### config.mk
export PLATFORM = sky130hd
export DESIGN_NAME = bulk_in_stream_arbiter
export DESIGN_NICKNAME = d
export VERILOG_FILES = /design/src/rtl/bulk_in_stream_arbiter.sv
export SDC_FILE = /design/constraint.sdc
export NUM_CORES = 1
export LEC_CHECK = 0
export CAP_MARGIN = 10
export CELL_PAD_IN_SITES_DETAIL_PLACEMENT = 2
export CELL_PAD_IN_SITES_GLOBAL_PLACEMENT = 2
export CORE_MARGIN = 4
export CORE_UTILIZATION = 23
export DETAILED_ROUTE_END_ITERATION = 8
export GPL_ROUTABILITY_DRIVEN = 0
export PLACE_DENSITY = 0.81
export RECOVER_POWER = 100
export SYNTH_ARGS = -nofsm -noshare
export SYNTH_HDL_FRONTEND = slang
export SYNTH_SLANG_ARGS = --single-unit
### constraint.sdc
create_clock -name sys_clk -period 2.5 [get_ports sys_clk]
set_input_delay 0.375 -clock sys_clk [delete_from_list [all_inputs] [get_ports sys_clk]]
set_output_delay 0.375 -clock sys_clk [all_outputs]
set_load 0.01 [all_outputs]
### src/rtl/bulk_in_stream_arbiter.sv
// Packet-granular round-robin arbiter that merges NUM_SRC byte streams onto the single bulk IN
// stream, with an optional channel tag byte and forced packet splitting at MAX_PKT bytes.
module bulk_in_stream_arbiter #(
  parameter int NUM_SRC = 2,
  parameter int MAX_PKT = 512,
  parameter int TAG_EN  = 1
) (
  input  logic                 sys_clk,
  input  logic                 reset_n,
  input  logic [NUM_SRC-1:0]   s_axis_tvalid,
  output logic [NUM_SRC-1:0]   s_axis_tready,
  input  logic [NUM_SRC-1:0]   s_axis_tlast,
  input  logic [8*NUM_SRC-1:0] s_axis_tdata,
  output logic                 m_axis_tvalid,
  input  logic                 m_axis_tready,
  output logic                 m_axis_tlast,
  output logic [7:0]           m_axis_tdata,
  output logic [NUM_SRC-1:0]   grant_o,
  output logic                 busy_o
);

  localparam int IW = (NUM_SRC > 1) ? $clog2(NUM_SRC) : 1;
  localparam int CW = $clog2(MAX_PKT);
  localparam logic [CW-1:0] CNT_LAST = CW'(MAX_PKT - 1);

  typedef enum logic [1:0] {IDLE, HDR, DATA} state_t;

  state_t        state, state_d;
  logic [IW-1:0] gidx, gidx_d;
  logic [IW-1:0] last_g, last_g_d;
  logic [CW-1:0] count, count_d;
  logic          cont, cont_d;
  logic [IW-1:0] pick;
  logic          pick_vld;
  logic [IW-1:0] cand;
  int            cand_i;
  logic          hs;
  logic [7:0]    src_data [NUM_SRC];

  always_comb begin
    for (int i = 0; i < NUM_SRC; i++) src_data[i] = s_axis_tdata[8*i +: 8];
  end

  // Walk downward so the nearest requester after last_g is the one that sticks.
  always_comb begin
    pick     = last_g;
    pick_vld = 1'b0;
    cand_i   = 0;
    cand     = '0;
    for (int k = NUM_SRC; k >= 1; k--) begin
      cand_i = (int'(last_g) + k) % NUM_SRC;
      cand   = IW'(cand_i);
      if (s_axis_tvalid[cand]) begin
        pick     = cand;
        pick_vld = 1'b1;
      end
    end
  end

  always_comb begin
    state_d       = state;
    gidx_d        = gidx;
    last_g_d      = last_g;
    count_d       = count;
    cont_d        = cont;
    m_axis_tvalid = 1'b0;
    m_axis_tlast  = 1'b0;
    m_axis_tdata  = '0;
    s_axis_tready = '0;
    hs            = 1'b0;
    case (state)
      IDLE: begin
        if (pick_vld) begin
          gidx_d  = pick;
          cont_d  = 1'b0;
          count_d = '0;
          state_d = (TAG_EN != 0) ? HDR : DATA;
        end
      end
      HDR: begin
        m_axis_tvalid = 1'b1;
        m_axis_tdata  = {cont, 3'b000, 4'(gidx)};
        if (m_axis_tready) begin
          count_d = CW'(1);
          state_d = DATA;
        end
      end
      DATA: begin
        m_axis_tvalid       = s_axis_tvalid[gidx];
        m_axis_tdata        = src_data[gidx];
        m_axis_tlast        = s_axis_tlast[gidx] | (count == CNT_LAST);
        s_axis_tready[gidx] = m_axis_tready;
        hs                  = s_axis_tvalid[gidx] & m_axis_tready;
        if (hs) begin
          if (m_axis_tlast) begin
            count_d = '0;
            if (s_axis_tlast[gidx]) begin
              state_d  = IDLE;
              last_g_d = gidx;
              cont_d   = 1'b0;
            end else begin
              // Forced split: same source keeps the bus into the next USB packet.
              cont_d  = 1'b1;
              state_d = (TAG_EN != 0) ? HDR : DATA;
            end
          end else begin
            count_d = count + CW'(1);
          end
        end
      end
      default: state_d = IDLE;
    endcase
  end

  always_ff @(posedge sys_clk or negedge reset_n) begin
    if (!reset_n) begin
      state  <= IDLE;
      gidx   <= '0;
      last_g <= IW'(NUM_SRC - 1);
      count  <= '0;
      cont   <= 1'b0;
    end else begin
      state  <= state_d;
      gidx   <= gidx_d;
      last_g <= last_g_d;
      count  <= count_d;
      cont   <= cont_d;
    end
  end

  assign busy_o  = (state != IDLE);
  assign grant_o = busy_o ? (NUM_SRC'(1) << gidx) : '0;

endmodule
==> metrics.csv, run 1 <==
metric,value,unit
number of library cell types mapped by synthesis,40,
Worst Path Required,2120,ps
footprint of the multi-input gates,697,um2
GR Util All Layers,0.134,
Clock H-tree levels,1,
antenna violations before repair,0,
Hold WC Path Type,flip-flop to flip-flop,
startpoint-to-endpoint class of the critical path,flip-flop to output port,
launching element type of the critical path,flip-flop,
Sw Share,0.413,
Pwr Density,832,nW/um2
cells taking the most area after synthesis,"sky130_fd_sc_hd__dfrtp_1 30%, sky130_fd_sc_hd__mux2i_1 7.4%, sky130_fd_sc_hd__ha_1 6.9%",
post-synthesis mux area share,0.108,
via count of the routed design,1144,
area share of the largest cell type after synthesis,0.299,
worst max-slew margin expressed relative to the limit,0.538,
hold depth,1,
clock buffer count from CTS,3,
relative area change from synthesis to final layout,48.5,%
fraction of the mapped netlist area in compound gates,0.232,
top cell types by occurrence after synthesis,"20 x sky130_fd_sc_hd__nor2_1, 13 x sky130_fd_sc_hd__dfrtp_1, 9 x sky130_fd_sc_hd__nand2_1, 9 x sky130_fd_sc_hd__o21ai_1, 8 x sky130_fd_sc_hd__mux2i_1",
FF+latch area,352,um2
Post-route DRC,0,
power share of the clock group,0.167,
FF-to-FF End,count[5]$_DFFE_PN0P_,
antenna-violating nets left,0,
sequential-to-total area share from yosys stat,0.323,
Die Outline Area,5900,um2
main combinational cell family by area after synthesis,compound AO/OA/AOI/OAI gates,
commonest register cell after synthesis,sky130_fd_sc_hd__dfrtp_1,
final cell utilization of the core,0.361,
start of the worst register-to-register path,count[1]$_DFFE_PN0P_,
relative contribution of sequential cells to total power,0.228,
number of global-route vias before repair,1262,
total overflow reported by the global router,0,
final non-filler cell area,1620,um2
number of max-slew violations in the final report,0,
height of the die,76.8,um
Hold Startpoint,count[7]$_DFFE_PN0P_,
Combinational Power Share,0.606,
diode insertion count for antenna repair,0,
warnings from Yosys,0,
Post-DP HPWL,3130,um
first-iteration detailed-routing DRC count,21,
static power due to leakage,0.720,nW
switching power total,555,uW
fraction of synthesis flops using an asynchronous set or reset pin,1.00,
input/output buffers,37,
adder and majority cell fraction of the synthesized area,0.0690,
synthesized netlist cell count,129,
maximum net fanout on the critical path,3,
critical path data arrival time,2050,ps
clk buf depth,2,
simple-gate area share of the yosys netlist,0.215,
instance area at placement,1550,um2
# IOs,38,
Sinks on Clock Net,14,
most frequent cell after synthesis,sky130_fd_sc_hd__nor2_1,
accumulated negative setup slack,0,ps
first-pass GRT wire length,6520,um
x dimension of the die,76.8,um
run status,"finished, final reports clean",
layout filler cell count,496,
netlist area before placement,1090,um2
pin count of the biggest net entering global routing,15,
endpoint of the worst hold-timing path,count[7]$_DFFE_PN0P_,
clock tree from TritonCTS,yes,
capturing element type of the critical path,output port,
number of vias per cell after detailed routing,5.11,
drt total wl,3900,um
final-stage net count,202,
root buffer selected by CTS,sky130_fd_sc_hd__clkbuf_8,
share of final-layout standard cells stronger than drive strength 1,0.145,
clock slew seen by the registers of the worst setup and hold paths,60,ps
Max-Cap Viols,0,
Register-to-Register Setup Slack,110,ps
Syn Area/Cell,8.44,um2
cell internal power dissipation,790,uW
syn nets,158,
Pre-antenna DRT Iters,4,
Post-CTS Hold Fix Bufs,0,
count of endpoints failing setup in the final report,0,
final hold viol count,0,
worst supply voltage drop on vdd,350,uV
core region area,4470,um2
Wirelength per Cell,17.4,um
transition time at the pin with the least slew margin,691,ps
maximum frequency from static timing analysis,412,MHz
Final period util,0.972,
number of cells traversed by the worst register-to-register path,8,
insertion delay of the later-clocked pin in the worst-skew pair,250,ps
standard-cell rows,24,
unrepaired setup endpoints after global routing,false,
cell type with the highest aggregate area in the netlist,sky130_fd_sc_hd__dfrtp_1,
clock period minus worst slack,2430,ps
Post-synth EDFFs,0,
Clock Skews,1.37,ps
post-synthesis share of cell area spent on xor and xnor gates,0,
register bit count reported by yosys,14,
effective utilization at floorplan,0.243,
## placed cells by master (no fill, tap or decap), drive strengths merged, types with 4 or more instances in the layout
cell / instances
ha: 6
dfrtp: 13
and3: 4
mux2i: 8
nand2b: 4
nor2: 20
inv: 7
nand3: 4
clkdlybuf4s50: 28
dlygate4sd3: 8
o21ai: 12
a21oi: 7
clkbuf: 6
buf: 6
o31ai: 5
nand2: 9
## repair_timing
item / in CTS / in global routing
setup endpoints to repair: 10 / 7
pin swaps: 0 / 0
gates resized for setup: 5 / 2
cloned: 0 / 0
buffers inserted: 0 / 1
## sequential cells by signal, summed over array words and instances, names as in the netlist
| register | count |
|---|---|
| state | 2 |
| cont | 1 |
| gidx | 1 |
| count | 9 |
| last_g | 1 |
## logic make-up (layout without fill, tap and decap cells)
family                     after synthesis  after routing
AOI/OAI and AO/OA                       36             36
adders and majority gates                6              6
buffers and inverters                   13             56
DFF                                     14             14
muxes                                   11             11
and+or+nand+nor                         49             49
## worst max-delay path by stage
stage	cells past startpoint	from	endpoint
3_5_place_dp	8	count[1]$_DFFE_PN0P_	count[5]$_DFFE_PN0P_
2_1_floorplan	9	count[0]$_DFFE_PN0P_	count[3]$_DFFE_PN0P_
6_report	7	count[1]$_DFFE_PN0P_	m_axis_tlast
4_1_cts	7	count[1]$_DFFE_PN0P_	m_axis_tlast
3_3_place_gp	8	count[1]$_DFFE_PN0P_	count[3]$_DFFE_PN0P_
5_1_grt	8	count[0]$_DFFE_PN0P_	count[3]$_DFFE_PN0P_
## per-layer routing
layer	track usage	up-vias	part of all wire
met4	0.0163	0	0.0049
met3	0.0293	2	0.053
met5	0	-	0
met1	0.166	564	0.43
li1	-	540	-
met2	0.242	38	0.51
## stage by stage
| stage | std cells | total power [mW] | hold WS (ps) | setup slack [ps] |
|---|---|---|---|---|
| 6_report | 224 | 1.34 | 495 | 70.9 |
| 5_1_grt | 224 | 1.45 | 521 | 13.1 |
| 4_1_cts | 223 | 1.39 | 500 | 17.7 |
| 3_5_place_dp | 219 | 1.15 | 492 | -13.7 |
| 3_3_place_gp | 219 | 1.12 | 469 | 113 |
| 2_1_floorplan | 129 | 0.802 | 79.4 | 49.7 |
## worst max-delay path: stages (launching register included)
cell	delay, ps
sky130_fd_sc_hd__dfrtp_1	400
sky130_fd_sc_hd__ha_2	190
sky130_fd_sc_hd__and3_1	200
sky130_fd_sc_hd__and3_4	190
sky130_fd_sc_hd__and3_1	180
sky130_fd_sc_hd__ha_2	180
sky130_fd_sc_hd__o21a_1	190
sky130_fd_sc_hd__dlygate4sd2_1	280
## power by group through the flow
stage / sequential [mW] / combinational [mW] / clock [mW]
final: 0.306 / 0.814 / 0.224
after global routing: 0.311 / 0.901 / 0.238
after CTS: 0.308 / 0.848 / 0.229
after detailed placement: 0.312 / 0.839 / 0
after global placement: 0.306 / 0.815 / 0
after floorplan: 0.284 / 0.518 / 0
## final cells by class
class                   count  share of cell area
multi-input cells         102               0.431
repair buffers             45               0.261
flip-flops and latches     14               0.217
well taps                  52              0.0402
clock buffers               4              0.0341
inverters                   7              0.0163
No activity file was read; power rests on OpenSTA's default activity.
==> run 2, diff against run 1 <==
--- a/config.mk
+++ b/config.mk
@@ -12,7 +12,7 @@
 export CORE_UTILIZATION = 23
 export DETAILED_ROUTE_END_ITERATION = 8
 export GPL_ROUTABILITY_DRIVEN = 0
-export PLACE_DENSITY = 0.81
+export PLACE_DENSITY_LB_ADDON = 0.1
 export RECOVER_POWER = 100
 export SYNTH_ARGS = -nofsm -noshare
 export SYNTH_HDL_FRONTEND = slang
==> run 2 against run 1 <==
Against the previous run: sequential cell count is the same; die area unchanged; critical path depth unchanged; sequential share of layout area fell by 0.30 points; non-clock buffer count is 2 higher; design area rose by 1.8%; count of clock-buffer cells in the layout stayed put; first-iteration DRC count is 48% higher; routed wire length is 2.5% lower; maximum frequency is 0.83% higher; clock power up 5%; critical endpoint unchanged.
==> metrics.csv, run 2 (synthesis gave the netlist of run 1 again) <==
metric,value,unit,change
run status,"finished, final reports clean",,
Pre-antenna DRT Iters,4,,unchanged
x dimension of the die,76.8,um,unchanged
Wirelength per Cell,16.8,um,-3.3%
cell internal power dissipation,820,uW,+3.9%
count of endpoints failing setup in the final report,0,,unchanged
share of final-layout standard cells stronger than drive strength 1,0.178,,+0.0328
Sinks on Clock Net,14,,unchanged
launching element type of the critical path,flip-flop,,
insertion delay of the later-clocked pin in the worst-skew pair,250,ps,about the same
startpoint-to-endpoint class of the critical path,flip-flop to output port,,
critical path data arrival time,2030,ps,-20 ps
Hold WC Path Type,flip-flop to flip-flop,,
Max-Cap Viols,0,,unchanged
largest registers,"count x9, state x2",,
number of vias per cell after detailed routing,4.97,,-2.7%
max FFs per register,9,,unchanged
Sw Share,0.413,,+0.000417
Post-route DRC,0,,unchanged
total overflow reported by the global router,0,,unchanged
clock period minus worst slack,2410,ps,-20.0 ps
unrepaired setup endpoints after global routing,false,,
most frequent cells in the layout,"28 x sky130_fd_sc_hd__clkdlybuf4s50_1, 20 x sky130_fd_sc_hd__nor2_1, 12 x sky130_fd_sc_hd__dfrtp_1",,
core region area,4470,um2,unchanged
final hold viol count,0,,unchanged
Clock Skews,5.48,ps,+4.11 ps
input/output buffers,37,,unchanged
static power due to leakage,0.740,nW,+2.8%
accumulated negative setup slack,0,ps,unchanged
effective utilization at floorplan,0.243,,unchanged
Final period util,0.964,,-0.00800
hold depth,1,,unchanged
number of cells traversed by the worst register-to-register path,8,,unchanged
# IOs,38,,unchanged
capturing element type of the critical path,output port,,
antenna-violating nets left,0,,unchanged
drt total wl,3810,um,-2.5%
transition time at the pin with the least slew margin,690,ps,-0.748 ps
power share of the clock group,0.169,,+0.002
standard-cell rows,24,,unchanged
Post-DP HPWL,3110,um,-0.57%
clk buf depth,2,,unchanged
Worst Path Required,2120,ps,about the same
Post-CTS Hold Fix Bufs,0,,unchanged
root buffer selected by CTS,sky130_fd_sc_hd__clkbuf_8,,
final-stage net count,204,,+0.99%
overall power after layout,1.40,mW,+4.0%
number of max-slew violations in the final report,0,,unchanged
Die Outline Area,5900,um2,unchanged
layout filler cell count,505,,+1.8%
diode insertion count for antenna repair,0,,unchanged
"most common cell after layout, fill and taps aside",sky130_fd_sc_hd__clkdlybuf4s50_1,,
clock tree from TritonCTS,yes,,
register name with the most flops,count,,
first-iteration detailed-routing DRC count,31,,+48%
pin count of the biggest net entering global routing,15,,unchanged
antenna violations before repair,0,,unchanged
via count of the routed design,1123,,-1.8%
number of global-route vias before repair,1270,,+0.63%
relative area change from synthesis to final layout,51.1,%,
Pwr Density,849,nW/um2,+2.2%
worst max-slew margin expressed relative to the limit,0.538,,about the same
maximum net fanout on the critical path,3,,unchanged
GR Util All Layers,0.132,,-0.00199
Clock H-tree levels,1,,unchanged
maximum frequency from static timing analysis,415,MHz,+0.83%
relative contribution of sequential cells to total power,0.217,,-0.011
switching power total,577,uW,+4.1%
Combinational Power Share,0.614,,+0.008
first-pass GRT wire length,6330,um,-2.9%
clock slew seen by the registers of the worst setup and hold paths,70,ps,about the same
worst supply voltage drop on vdd,318,uV,-9.0%
clock buffer count from CTS,3,,unchanged
height of the die,76.8,um,unchanged
-- run 2: changes by cell type in the layout (fill, tap and decap cells not counted), sizes merged --
cell	previous run	this run
buf	6	9
dlygate4sd3	8	6
dlymetal6s2s	0	1
-- run 2: layer usage --
layer | up-vias | routed length, um | global-route usage
met5 | - | 0 | 0
met4 | 0 | 34 | 0.0435
met1 | 554 | 1670 | 0.153
met2 | 21 | 1960 | 0.243
li1 | 544 | - | -
met3 | 4 | 143 | 0.0211
-- run 2: power by group through the flow --
stage	Clock (mW)	Combinational [mW]	Sequential, mW
after floorplan	0	0.518	0.284
after global placement	0	0.850	0.302
after detailed placement	0	0.872	0.304
after CTS	0.240	0.883	0.300
after global routing	0.249	0.951	0.310
final	0.236	0.858	0.304
-- run 2: worst max-delay path: stages, from the launching register on --
cell	delay, ps
sky130_fd_sc_hd__dfrtp_1	380
sky130_fd_sc_hd__ha_2	190
sky130_fd_sc_hd__and3_1	190
sky130_fd_sc_hd__and3_4	190
sky130_fd_sc_hd__and3_1	180
sky130_fd_sc_hd__ha_2	180
sky130_fd_sc_hd__o21a_1	190
sky130_fd_sc_hd__dlygate4sd2_1	280
-- run 2: metrics by stage --
step	area (um2)	instances	setup WS, ps	util	hold slack [ps]
finish	1650	226	90.9	0.368	481
detailed placement	1560	221	41.6	0.349	476
CTS	1630	226	8.15	0.364	486
global route	1650	226	3.59	0.368	518
floorplan	1090	129	49.7	-	79.4
global placement	1560	221	106	0.349	472
-- run 2: final timing paths --
check | from | to | slack (ps)
hold / removal | count[7]$_DFFE_PN0P_ | count[7]$_DFFE_PN0P_ | 480
min in group asynchronous | reset_n | state[0]$_DFFE_PN0P_ | 600
hold reg to reg | count[7]$_DFFE_PN0P_ | count[7]$_DFFE_PN0P_ | 480
setup / recovery | count[0]$_DFFE_PN0P_ | m_axis_tlast | 90
setup reg to reg | count[0]$_DFFE_PN0P_ | count[3]$_DFFE_PN0P_ | 210
max in group asynchronous | reset_n | state[1]$_DFFE_PN0P_ | 1420
-- run 2: layout make-up --
class,instances,area (um2),share of cell area
Multi-Input combinational cell,102,709,0.431
Timing Repair Buffer,47,437,0.265
Sequential cell,14,353,0.214
Tap cell,52,65.1,0.0395
Clock buffer,4,55.1,0.0335
Inverter,7,26.3,0.0160
-- run 2: repair_timing --
action                                  in CTS  in global routing
endpoints found under the setup margin       9                  9
resized for setup                            4                  8
setup buffers                                1                  0
pin swaps                                    0                  0
==> run 3, diff against run 2 <==
--- a/config.mk
+++ b/config.mk
@@ -8,7 +8,6 @@
 export CAP_MARGIN = 10
 export CELL_PAD_IN_SITES_DETAIL_PLACEMENT = 2
 export CELL_PAD_IN_SITES_GLOBAL_PLACEMENT = 2
-export CORE_MARGIN = 4
 export CORE_UTILIZATION = 23
 export DETAILED_ROUTE_END_ITERATION = 8
 export GPL_ROUTABILITY_DRIVEN = 0
==> run 3 against run 2 <==
Against the previous run: sequential cell count unchanged; clock power shrank 4%; maximum frequency fell by 0.50%; clock skew is 4.6 ps lower; critical endpoint unchanged.
==> metrics.csv, run 3 (synthesis gave the netlist of run 1 again) <==
metric,value,unit,change
run status,"finished, final reports clean",,
total overflow reported by the global router,0,,unchanged
root buffer selected by CTS,sky130_fd_sc_hd__clkbuf_8,,
most frequent cells in the layout,"27 x sky130_fd_sc_hd__clkdlybuf4s50_1, 20 x sky130_fd_sc_hd__nor2_1, 13 x sky130_fd_sc_hd__dfrtp_1",,
Wirelength per Cell,16.9,um,+0.11%
Pwr Density,848,nW/um2,-0.18%
count of endpoints failing setup in the final report,0,,unchanged
footprint of the multi-input gates,694,um2,-2.1%
pre-CTS WS,66.8,ps,+25.3 ps
setup ws final,78.9,ps,-12.0 ps
clk buf depth,2,,unchanged
Critical-path top delay cell,sky130_fd_sc_hd__dfrtp_1,,
Post-DP HPWL,3090,um,-0.53%
logic depth of the worst setup path including buffers,7,,unchanged
launching element type of the critical path,flip-flop,,
standard-cell rows,24,,unchanged
Final period util,0.968,,+0.00481
via count of the routed design,1128,,+0.45%
clock period minus worst slack,2420,ps,+12.0 ps
Hold WC Path Type,flip-flop to flip-flop,,
drt total wl,3810,um,+0.11%
clock buffer count from CTS,3,,unchanged
worst supply voltage drop on vdd,280,uV,-12%
number of global-route vias before repair,1270,,unchanged
GR Util All Layers,0.161,,+0.0294
static power due to leakage,0.739,nW,-0.15%
relative area change from synthesis to final layout,49.9,%,
antenna violations before repair,0,,unchanged
largest registers,"count x9, state x2",,
Sinks on Clock Net,14,,unchanged
register name with the most flops,count,,
# IOs,38,,unchanged
Pre-antenna DRT Iters,6,,+2
number of max-slew violations in the final report,0,,unchanged
overall power after layout,1.38,mW,-1.0%
crit path cell chain,"ha_2, and3_1, and3_4, and3_1, ha_2, o21a_1, dlygate4sd2_1",,
Register-to-Register Setup Slack,130,ps,-80 ps
capturing element type of the critical path,output port,,
final hold viol count,0,,unchanged
x dimension of the die,70.8,um,-7.8%
end point of the critical path,m_axis_tlast,,
insertion delay of the later-clocked pin in the worst-skew pair,240,ps,about the same
origin of the worst setup path,count[1]$_DFFE_PN0P_,,
diode insertion count for antenna repair,0,,unchanged
Clock H-tree levels,1,,unchanged
antenna-violating nets left,0,,unchanged
unrepaired setup endpoints after global routing,false,,
FF+latch area,352,um2,-0.35%
Clock Skews,0.909,ps,-4.57 ps
input/output buffers,37,,unchanged
clock tree from TritonCTS,yes,,
clock slew seen by the registers of the worst setup and hold paths,60,ps,about the same
kind of cell adding the most delay to the critical path,simple AND/OR/NAND/NOR gates,,
accumulated negative setup slack,0,ps,unchanged
startpoint-to-endpoint class of the critical path,flip-flop to output port,,
critical path data arrival time,2050,ps,+20 ps
share of final-layout standard cells stronger than drive strength 1,0.167,,-0.0115
max FFs per register,9,,unchanged
core region area,4440,um2,-0.67%
Die Outline Area,5010,um2,-15%
pin count of the biggest net entering global routing,15,,unchanged
height of the die,70.8,um,-7.8%
final-stage net count,204,,unchanged
crit path buf inv count,1,,unchanged
Worst Path Required,2120,ps,about the same
maximum frequency from static timing analysis,413,MHz,-0.50%
Max-Cap Viols,0,,unchanged
first-iteration detailed-routing DRC count,40,,+29%
"most common cell after layout, fill and taps aside",sky130_fd_sc_hd__clkdlybuf4s50_1,,
Post-route DRC,0,,unchanged
effective utilization at floorplan,0.245,,+0.00164
start of the worst register-to-register path,count[1]$_DFFE_PN0P_,,
maximum net fanout on the critical path,4,,+1
FF-to-FF End,count[3]$_DFFE_PN0P_,,
number of cells traversed by the worst register-to-register path,10,,+2
first-pass GRT wire length,6350,um,+0.32%
transition time at the pin with the least slew margin,725,ps,+35.4 ps
number of vias per cell after detailed routing,4.99,,+0.45%
layout filler cell count,512,,+1.4%
worst max-slew margin expressed relative to the limit,0.515,,-0.0237
delay contributed by the slowest stage of the critical path,410,ps,+30 ps
run 3: how the worst min path moves through the flow:
stage / from / to / slack (ps) / depth (start not counted)
2_1_floorplan: reset_n / cont$_DFFE_PN0P_ / 80 / 0
3_3_place_gp: count[7]$_DFFE_PN0P_ / count[7]$_DFFE_PN0P_ / 470 / 1
3_5_place_dp: count[7]$_DFFE_PN0P_ / count[7]$_DFFE_PN0P_ / 500 / 1
4_1_cts: count[7]$_DFFE_PN0P_ / count[7]$_DFFE_PN0P_ / 510 / 1
5_1_grt: count[7]$_DFFE_PN0P_ / count[7]$_DFFE_PN0P_ / 530 / 1
6_report: count[7]$_DFFE_PN0P_ / count[7]$_DFFE_PN0P_ / 500 / 1
run 3: stage by stage:
| stage | util | cell area (um2) | hold slack [ps] | instances |
|---|---|---|---|---|
| detailed placement | 0.351 | 1560 | 500 | 221 |
| CTS | 0.364 | 1620 | 509 | 225 |
| global placement | 0.351 | 1560 | 473 | 221 |
| global route | 0.367 | 1630 | 529 | 226 |
| finish | 0.367 | 1630 | 504 | 226 |
| floorplan | - | 1090 | 79.4 | 129 |
run 3: timing repair:
action                     in CTS  in global routing
resized for setup               3                  3
setup endpoints to repair       3                  6
buffers inserted                0                  1
hold endpoints to repair        0                  0
hold buffers                    0                  0
run 3: worst reg2reg max path, stage by stage, from the launching register on:
cell and delay (ps):
sky130_fd_sc_hd__dfrtp_1 410, sky130_fd_sc_hd__ha_2 190, sky130_fd_sc_hd__and3_1 190, sky130_fd_sc_hd__and3_4 190
sky130_fd_sc_hd__and3_1 180, sky130_fd_sc_hd__ha_2 180, sky130_fd_sc_hd__or3_1 400, sky130_fd_sc_hd__clkbuf_2 190
sky130_fd_sc_hd__and2b_1 220, sky130_fd_sc_hd__o21ai_1 70, sky130_fd_sc_hd__o31ai_2 60
run 3: final cells by class:
cell class | count | area share
Timing Repair Buffer | 47 | 0.269
Multi-Input combinational cell | 102 | 0.426
Inverter | 7 | 0.0161
Sequential cell | 14 | 0.215
Clock buffer | 4 | 0.0337
Tap cell | 52 | 0.0399
run 3: report_power, final:
group          internal (mW)  total [mW]  leakage [nW]  switching, mW
clock                  0.139       0.227        0.0288         0.0871
sequential             0.259       0.304         0.186         0.0451
combinational          0.412       0.853         0.524          0.440
run 3: per-layer routing:
layer / wire, um / global-route usage
met1: 1700 / 0.199
met2: 1990 / 0.298
met3: 94 / 0.0214
met4: 21 / 0.0356
met5: 0 / 0
